<file path="src/rtl/reset_seq_pkg.sv">
// Shared types and elaboration helpers for the staged reset release controller.
package reset_seq_pkg;

  typedef enum logic [2:0] {
    WAIT_POR,
    WAIT_LOCK,
    SETTLE,
    WAIT_ACK,
    DONE,
    FAULT
  } state_t;

  function automatic longint unsigned cyc(input longint unsigned us, input longint unsigned freq);
    return us * freq;
  endfunction

  function automatic int unsigned retry_width(input int unsigned max_retry);
    return (max_retry < 2) ? 1 : $clog2(max_retry + 1);
  endfunction

endpackage

</file>
<file path="src/rtl/sync_2ff.sv">
// Two-flop synchronizer for asynchronous level inputs; clears to 0 on user_rst.
module sync_2ff #(
  parameter int unsigned W = 1
) (
  input  logic         clk,
  input  logic         user_rst,
  input  logic [W-1:0] d,
  output logic [W-1:0] q
);

  logic [W-1:0] meta;

  always_ff @(posedge clk or posedge user_rst) begin
    if (user_rst) begin
      meta <= '0;
      q    <= '0;
    end else begin
      meta <= d;
      q    <= meta;
    end
  end

endmodule

</file>
<file path="src/rtl/reset_sequencer.sv">
// Staged reset release: waits for POR and PLL lock, then releases each domain
// after a settle delay and waits for its ack, retrying on timeout up to a limit.
module reset_sequencer
  import reset_seq_pkg::*;
#(
  parameter int unsigned NUM_STAGES     = 4,
  parameter int unsigned FREQ           = 50,
  parameter int unsigned STAGE_DLY_US   = 100,
  parameter int unsigned ACK_TIMEOUT_US = 1000,
  parameter int unsigned MAX_RETRY      = 3,
  parameter int unsigned N              = 32,
  localparam int unsigned RW            = retry_width(MAX_RETRY)
) (
  input  logic                  clk,
  input  logic                  user_rst,
  input  logic                  por_done,
  input  logic                  pll_locked,
  input  logic [NUM_STAGES-1:0] stage_ack,
  output logic [NUM_STAGES-1:0] stage_rst_n,
  output logic                  seq_done,
  output logic                  seq_fault,
  output logic [2:0]            cur_stage,
  output logic [RW-1:0]         retry_cnt
);

  localparam longint unsigned DLY_CYC = cyc(STAGE_DLY_US, FREQ);
  localparam longint unsigned TO_CYC  = cyc(ACK_TIMEOUT_US, FREQ);
  localparam longint unsigned CNT_MAX = (64'd1 << N) - 64'd1;

  if (DLY_CYC == 0 || DLY_CYC > CNT_MAX) begin : g_dly_chk
    $error("reset_sequencer: settle delay does not fit the counter");
  end
  if (TO_CYC == 0 || TO_CYC > CNT_MAX) begin : g_to_chk
    $error("reset_sequencer: ack timeout does not fit the counter");
  end
  if (NUM_STAGES < 1 || NUM_STAGES > 8 || MAX_RETRY < 1) begin : g_par_chk
    $error("reset_sequencer: NUM_STAGES must be 1..8 and MAX_RETRY >= 1");
  end

  localparam logic [N-1:0] DLY_LAST = N'(DLY_CYC - 1);
  localparam logic [N-1:0] TO_LAST  = N'(TO_CYC - 1);

  state_t                  state_q, state_d;
  logic [N-1:0]            cnt_q, cnt_d;
  logic [NUM_STAGES-1:0]   rst_q, rst_d;
  logic                    done_q, done_d;
  logic                    fault_q, fault_d;
  logic [2:0]              cur_q, cur_d;
  logic [RW-1:0]           retry_q, retry_d, retry_inc;
  logic                    lock_s;
  logic [NUM_STAGES-1:0]   ack_s;
  logic [NUM_STAGES-1:0]   cur_bit;
  logic                    ack_sel;
  logic                    last_stage;

  sync_2ff #(.W(1)) u_lock_sync (
    .clk      (clk),
    .user_rst (user_rst),
    .d        (pll_locked),
    .q        (lock_s)
  );

  sync_2ff #(.W(NUM_STAGES)) u_ack_sync (
    .clk      (clk),
    .user_rst (user_rst),
    .d        (stage_ack),
    .q        (ack_s)
  );

  // One-hot select avoids indexing a narrow vector with the 3-bit stage number.
  assign cur_bit    = NUM_STAGES'(1) << cur_q;
  assign ack_sel    = |(ack_s & cur_bit);
  assign last_stage = (cur_q == 3'(NUM_STAGES - 1));

  always_comb begin
    state_d   = state_q;
    cnt_d     = cnt_q;
    rst_d     = rst_q;
    done_d    = done_q;
    fault_d   = fault_q;
    cur_d     = cur_q;
    retry_d   = retry_q;
    retry_inc = retry_q + RW'(1);

    unique case (state_q)
      WAIT_POR: begin
        rst_d   = '0;
        done_d  = 1'b0;
        cur_d   = '0;
        cnt_d   = '0;
        retry_d = '0;
        if (por_done) state_d = WAIT_LOCK;
      end
      WAIT_LOCK: begin
        rst_d  = '0;
        done_d = 1'b0;
        cur_d  = '0;
        cnt_d  = '0;
        if (lock_s) state_d = SETTLE;
      end
      SETTLE: begin
        if (cnt_q == DLY_LAST) begin
          rst_d   = rst_q | cur_bit;
          cnt_d   = '0;
          state_d = WAIT_ACK;
        end else begin
          cnt_d = cnt_q + N'(1);
        end
      end
      WAIT_ACK: begin
        if (ack_sel) begin
          cnt_d = '0;
          if (last_stage) begin
            done_d  = 1'b1;
            state_d = DONE;
          end else begin
            cur_d   = cur_q + 3'd1;
            state_d = SETTLE;
          end
        end else if (cnt_q == TO_LAST) begin
          rst_d   = '0;
          cnt_d   = '0;
          cur_d   = '0;
          retry_d = retry_inc;
          if (retry_inc == RW'(MAX_RETRY)) begin
            fault_d = 1'b1;
            state_d = FAULT;
          end else begin
            state_d = WAIT_LOCK;
          end
        end else begin
          cnt_d = cnt_q + N'(1);
        end
      end
      DONE: done_d = 1'b1;
      FAULT: begin
        rst_d   = '0;
        fault_d = 1'b1;
      end
      default: state_d = WAIT_POR;
    endcase

    // Higher-priority events override whatever the state case decided.
    if (!lock_s && (state_q inside {SETTLE, WAIT_ACK, DONE})) begin
      state_d = WAIT_LOCK;
      rst_d   = '0;
      done_d  = 1'b0;
      cur_d   = '0;
      cnt_d   = '0;
      retry_d = retry_q;
      fault_d = fault_q;
    end
    if (!por_done && state_q != FAULT) begin
      state_d = WAIT_POR;
      rst_d   = '0;
      done_d  = 1'b0;
      cur_d   = '0;
      cnt_d   = '0;
      retry_d = '0;
      fault_d = fault_q;
    end
  end

  always_ff @(posedge clk or posedge user_rst) begin
    if (user_rst) begin
      state_q <= WAIT_POR;
      cnt_q   <= '0;
      rst_q   <= '0;
      done_q  <= 1'b0;
      fault_q <= 1'b0;
      cur_q   <= '0;
      retry_q <= '0;
    end else begin
      state_q <= state_d;
      cnt_q   <= cnt_d;
      rst_q   <= rst_d;
      done_q  <= done_d;
      fault_q <= fault_d;
      cur_q   <= cur_d;
      retry_q <= retry_d;
    end
  end

  assign stage_rst_n = rst_q;
  assign seq_done    = done_q;
  assign seq_fault   = fault_q;
  assign cur_stage   = cur_q;
  assign retry_cnt   = retry_q;

endmodule

</file>
<file path="config.mk">
export PLATFORM = sky130hd
export DESIGN_NAME = reset_sequencer
export DESIGN_NICKNAME = d
export VERILOG_FILES = /design/src/rtl/reset_seq_pkg.sv /design/src/rtl/sync_2ff.sv /design/src/rtl/reset_sequencer.sv
export SDC_FILE = /design/constraint.sdc
export NUM_CORES = 1
export LEC_CHECK = 0
export ABC_AREA = 1
export BUFFER_PORTS_ARGS = -buffer_cell sky130_fd_sc_hd__buf_4
export CAP_MARGIN = 5
export CORE_ASPECT_RATIO = 0.9
export CORE_MARGIN = 4
export CORE_UTILIZATION = 30
export DETAILED_ROUTE_END_ITERATION = 6
export SYNTH_ARGS = -nofsm -noshare
export SYNTH_HDL_FRONTEND = slang
export SYNTH_HIERARCHICAL = 1
export SYNTH_SLANG_ARGS = --single-unit
</file>
<file path="constraint.sdc">
create_clock -name clk -period 5.6 [get_ports clk]
set_input_delay 0.56 -clock clk [delete_from_list [all_inputs] [get_ports clk]]
set_output_delay 0.56 -clock clk [all_outputs]
set_load 0.01 [all_outputs]
</file>
==> impl_metrics.xml <==
<?xml version="1.0" encoding="UTF-8"?>
<metrics>
  <group name="critical_path">
    <metric name="worst_r2r_endpoint" unit="">stage_rst_n[3]</metric>
    <metric name="critPathMaxFanout" unit="">5</metric>
    <metric name="timing.critical_path.from_type" unit="">register</metric>
    <metric name="crit_type" unit="">reg2reg</metric>
    <metric name="critPathRequiredTime" unit="ns">5.84</metric>
    <metric name="ff2ff_setup_slack" unit="ns">3.39</metric>
    <metric name="setup.worst_path.end_class" unit="">register</metric>
    <metric name="crit-reg2reg-launch" unit="">cur_stage[0]</metric>
    <metric name="ff2ff_path_depth" unit="">11</metric>
    <metric name="cp.arrival" unit="ns">2.45</metric>
  </group>
  <group name="sta">
    <metric name="rsz_0062_raised_after_global_routing" unit="">false</metric>
    <metric name="worst_slew_margin_rel" unit="">0.3340</metric>
    <metric name="timing_worst_slew_pin_value" unit="ns">0.9990</metric>
    <metric name="final-max-slew-violation-count" unit="">0</metric>
    <metric name="final-hold-violation-count" unit="">0</metric>
    <metric name="maxClockFrequency" unit="GHz">0.4521</metric>
    <metric name="skew" unit="ns">0.005101</metric>
    <metric name="fin_setup_tns" unit="ns">0</metric>
    <metric name="timing.final.crit_period" unit="ns">2.212</metric>
    <metric name="worst_hold_slack" unit="ns">0.1304</metric>
    <metric name="final.period_utilization" unit="">0.3950</metric>
    <metric name="timing.final.setup_violations" unit="">0</metric>
  </group>
  <group name="power_and_ir_drop">
    <metric name="combinationalPowerShare" unit="">0.202</metric>
    <metric name="vdd_drop_max" unit="mV">0.1462</metric>
    <metric name="power.density" unit="mW/mm^2">248.9</metric>
    <metric name="power.share.sequential" unit="">0.438</metric>
    <metric name="netSwitchingPower" unit="uW">324.0</metric>
    <metric name="p_leak" unit="uW">0.001844</metric>
    <metric name="p_int" unit="uW">696.7</metric>
    <metric name="swShare" unit="">0.3174</metric>
    <metric name="clkPwrFrac" unit="">0.359</metric>
  </group>
  <group name="placement">
    <metric name="io_buffer_count" unit="">18</metric>
    <metric name="gp_congestion" unit="">0.9145</metric>
    <metric name="post_place_instance_area" unit="sq mm">0.003928</metric>
    <metric name="dp_hpwl" unit="um">6433</metric>
  </group>
  <group name="floorplanning">
    <metric name="placement_rows" unit="">38</metric>
    <metric name="top_level_ports" unit="">19</metric>
    <metric name="chipHeight" unit="um">112.9</metric>
    <metric name="placeableCoreArea" unit="sq mm">0.01203</metric>
    <metric name="initial_utilization" unit="">0.3048</metric>
    <metric name="die_width" unit="um">124.5</metric>
    <metric name="die_area" unit="sq mm">0.01406</metric>
  </group>
  <group name="logic_synthesis">
    <metric name="synth.most_common_cell" unit="">nand2_1</metric>
    <metric name="synth_largest_type_area_fraction" unit="">0.3823</metric>
    <metric name="ys_dominant_reg_cell" unit="">dfrtp_1</metric>
    <metric name="synth.net_count" unit="">524</metric>
    <metric name="synth_sequential_area_ratio" unit="">0.3823</metric>
    <metric name="count_of_flip_flops_with_a_built_in_enable_after_synthesis" unit="">0</metric>
    <metric name="synth.largest_area_cell" unit="">dfrtp_1</metric>
    <metric name="combined_area_of_all_synthesized_cells" unit="sq mm">0.003666</metric>
    <metric name="synthTopCellsByArea" unit="">dfrtp_1 (38%), nand2_1 (15%), inv_1 (6.7%), nor2_1 (6.7%), nand3_1 (4.6%)</metric>
    <metric name="postSynthCellCount" unit="">509</metric>
    <metric name="synth-async-reset-ratio" unit="">1.000</metric>
    <metric name="synth-warning-count" unit="">6</metric>
    <metric name="synth_register_bits" unit="">56</metric>
    <metric name="yosysUniqueCellTypes" unit="">31</metric>
    <metric name="syn_avg_cell_area" unit="sq um">7.202</metric>
    <metric name="synth_top_cells_by_count" unit="">nand2_1 (149), inv_1 (65), nor2_1 (65)</metric>
  </group>
  <group name="drt">
    <metric name="dr.pass1.iters" unit="">5</metric>
    <metric name="drt-total-wl" unit="um">8478</metric>
    <metric name="routed-via-count" unit="">3250</metric>
    <metric name="detailedRoute.firstIterationViolations" unit="">226</metric>
    <metric name="postRouteAntennaNets" unit="">0</metric>
    <metric name="detail_route.wl_per_cell" unit="um">12.34</metric>
    <metric name="drcViolationCount" unit="">0</metric>
    <metric name="drt-vias-per-instance" unit="">4.731</metric>
  </group>
  <group name="layout">
    <metric name="fill_cells" unit="">1290</metric>
    <metric name="syn_to_final_growth" unit="%">11.84</metric>
    <metric name="post_route_cells_drive_above_1_share" unit="">0.1233</metric>
    <metric name="multiInputGateArea" unit="sq mm">0.001919</metric>
    <metric name="layout.nets" unit="">541</metric>
    <metric name="layout.area.seq" unit="sq mm">0.001401</metric>
    <metric name="antenna_cells" unit="">0</metric>
    <metric name="post-route-cell-area" unit="sq mm">0.004100</metric>
  </group>
  <group name="global_route">
    <metric name="number_of_global_route_vias_before_repair" unit="">3227</metric>
    <metric name="antenna_found_initial" unit="">0</metric>
    <metric name="grt_pass1_wl" unit="um">15120</metric>
    <metric name="grt_use_total" unit="">0.1261</metric>
    <metric name="maximum_number_of_pins_on_one_net_before_global_route_repair" unit="">47</metric>
    <metric name="overflow" unit="">0</metric>
  </group>
  <group name="clock_tree">
    <metric name="clk_root_buffer_cell" unit="">clkbuf_16</metric>
    <metric name="htree_num_levels" unit="">2</metric>
    <metric name="cts.sink_count" unit="">56</metric>
    <metric name="ctsLongestPathBuffers" unit="">2</metric>
    <metric name="tritoncts_clock_tree" unit="">built</metric>
    <metric name="worstSkewPairLatency" unit="ns">0.29</metric>
    <metric name="cts.clk_slew.worst_paths" unit="ns">0.08</metric>
    <metric name="post_cts.resized_instances" unit="">0</metric>
    <metric name="post_cts.repair.setup_buffers" unit="">0</metric>
    <metric name="cts_made_buffers" unit="">5</metric>
    <metric name="postCtsHoldBufs" unit="">0</metric>
  </group>
  <group name="min_path">
    <metric name="timing.hold.worst.class" unit="">in2async</metric>
  </group>
  <group name="status">
    <metric name="run_status" unit="">finished clean</metric>
  </group>
  <group name="job">
    <metric name="timing.max_cap.violations" unit="">0</metric>
  </group>
</metrics>
[routing by layer]
| layer | track usage | part of all wire | vias up |
|---|---|---|---|
| li1 | - | - | 1647 |
| met1 | 0.1754 | 0.49 | 1517 |
| met2 | 0.2071 | 0.46 | 73 |
| met3 | 0.01746 | 0.037 | 13 |
| met4 | 0.03433 | 0.013 | 0 |
| met5 | 0 | 0 | - |
[critical path, cell delays in order, from the launching register on]
cell and delay (ns):
dfrtp_1 0.43, ha_1 0.23, ha_1 0.25, nand2_1 0.15, nand2_1 0.07, nor2_1 0.30
nand3_1 0.15, nand2_1 0.15, nand3_2 0.15, nand2_1 0.16, nand2_1 0.07, nand2_1 0.06
[final cells by class]
cell class                 instances  share of cell area
clock buffer                       5             0.03052
clock inverter                     3             0.01160
inverter                          71             0.06622
multi-input combinational        374              0.4681
sequential                        56              0.3418
tap                              160             0.04883
timing repair buffer              18             0.03296
[sequential cells by signal, summed over array words and instances (netlist names)]
register and count:
cnt_q 32, stage_rst_n 4, u_ack_sync/meta 4, u_ack_sync/q 4, cur_stage 3, state_q 3
retry_cnt 2, seq_done 1, seq_fault 1, u_lock_sync/meta 1, u_lock_sync/q 1
[cells by family (layout without fill, tap and decap cells)]
| kind of cell | Yosys count | count (layout) | share of synthesized area |
|---|---|---|---|
| flops | 56 | 56 | 0.3823 |
| compound gates | 49 | 49 | 0.08396 |
| xor+xnor | 15 | 15 | 0.03584 |
| simple gates | 303 | 303 | 0.3799 |
| buf+inv | 79 | 97 | 0.09419 |
| fa+ha+maj | 7 | 7 | 0.02389 |
[placed cells by master, fill, tap and decap left out, types with 3 or more instances in the layout]
cell	n
o21ai_2	6
nor2_1	65
nor3_1	25
inv_1	64
nor2_2	4
nand3_1	34
xor2_1	15
nor2_4	3
buf_4	18
ha_1	7
dfrtp_1	56
o21ai_0	32
nand4_1	8
nand2_4	3
inv_2	5
nand2_1	149
clkbuf_16	5
nand2_2	3
nand3_2	3
a21oi_1	5
o22ai_2	3
[power by group through the flow]
stage / Clock [uW] / Combinational [uW] / Sequential (uW)
after floorplan: 0 / 173 / 445
after global placement: 0 / 201 / 454
after detailed placement: 0 / 203 / 455
after CTS: 375 / 206 / 447
after global routing: 389 / 231 / 451
final: 367 / 207 / 447
[how the worst max path moves through the flow]
stage            startpoint              to  slack (ns)
2_1_floorplan  cur_stage[0]  stage_rst_n[0]        3.79
3_3_place_gp   cur_stage[0]  stage_rst_n[2]        3.47
3_5_place_dp   cur_stage[0]  stage_rst_n[3]        3.41
4_1_cts        cur_stage[0]  stage_rst_n[1]        3.39
5_1_grt        cur_stage[0]  stage_rst_n[1]        3.16
6_report       cur_stage[0]  stage_rst_n[3]        3.39
[stage by stage]
stage,util,std cells,setup WS (ns),power (uW)
after detailed placement,0.3265,679,3.407,658.4
after CTS,0.3409,687,3.386,1028
after floorplan,-,509,3.786,618.0
final,0.3409,687,3.388,1021
after global routing,0.3409,687,3.161,1072
after global placement,0.3265,679,3.473,654.6
Note: power is estimated with default switching activity, not from simulation.
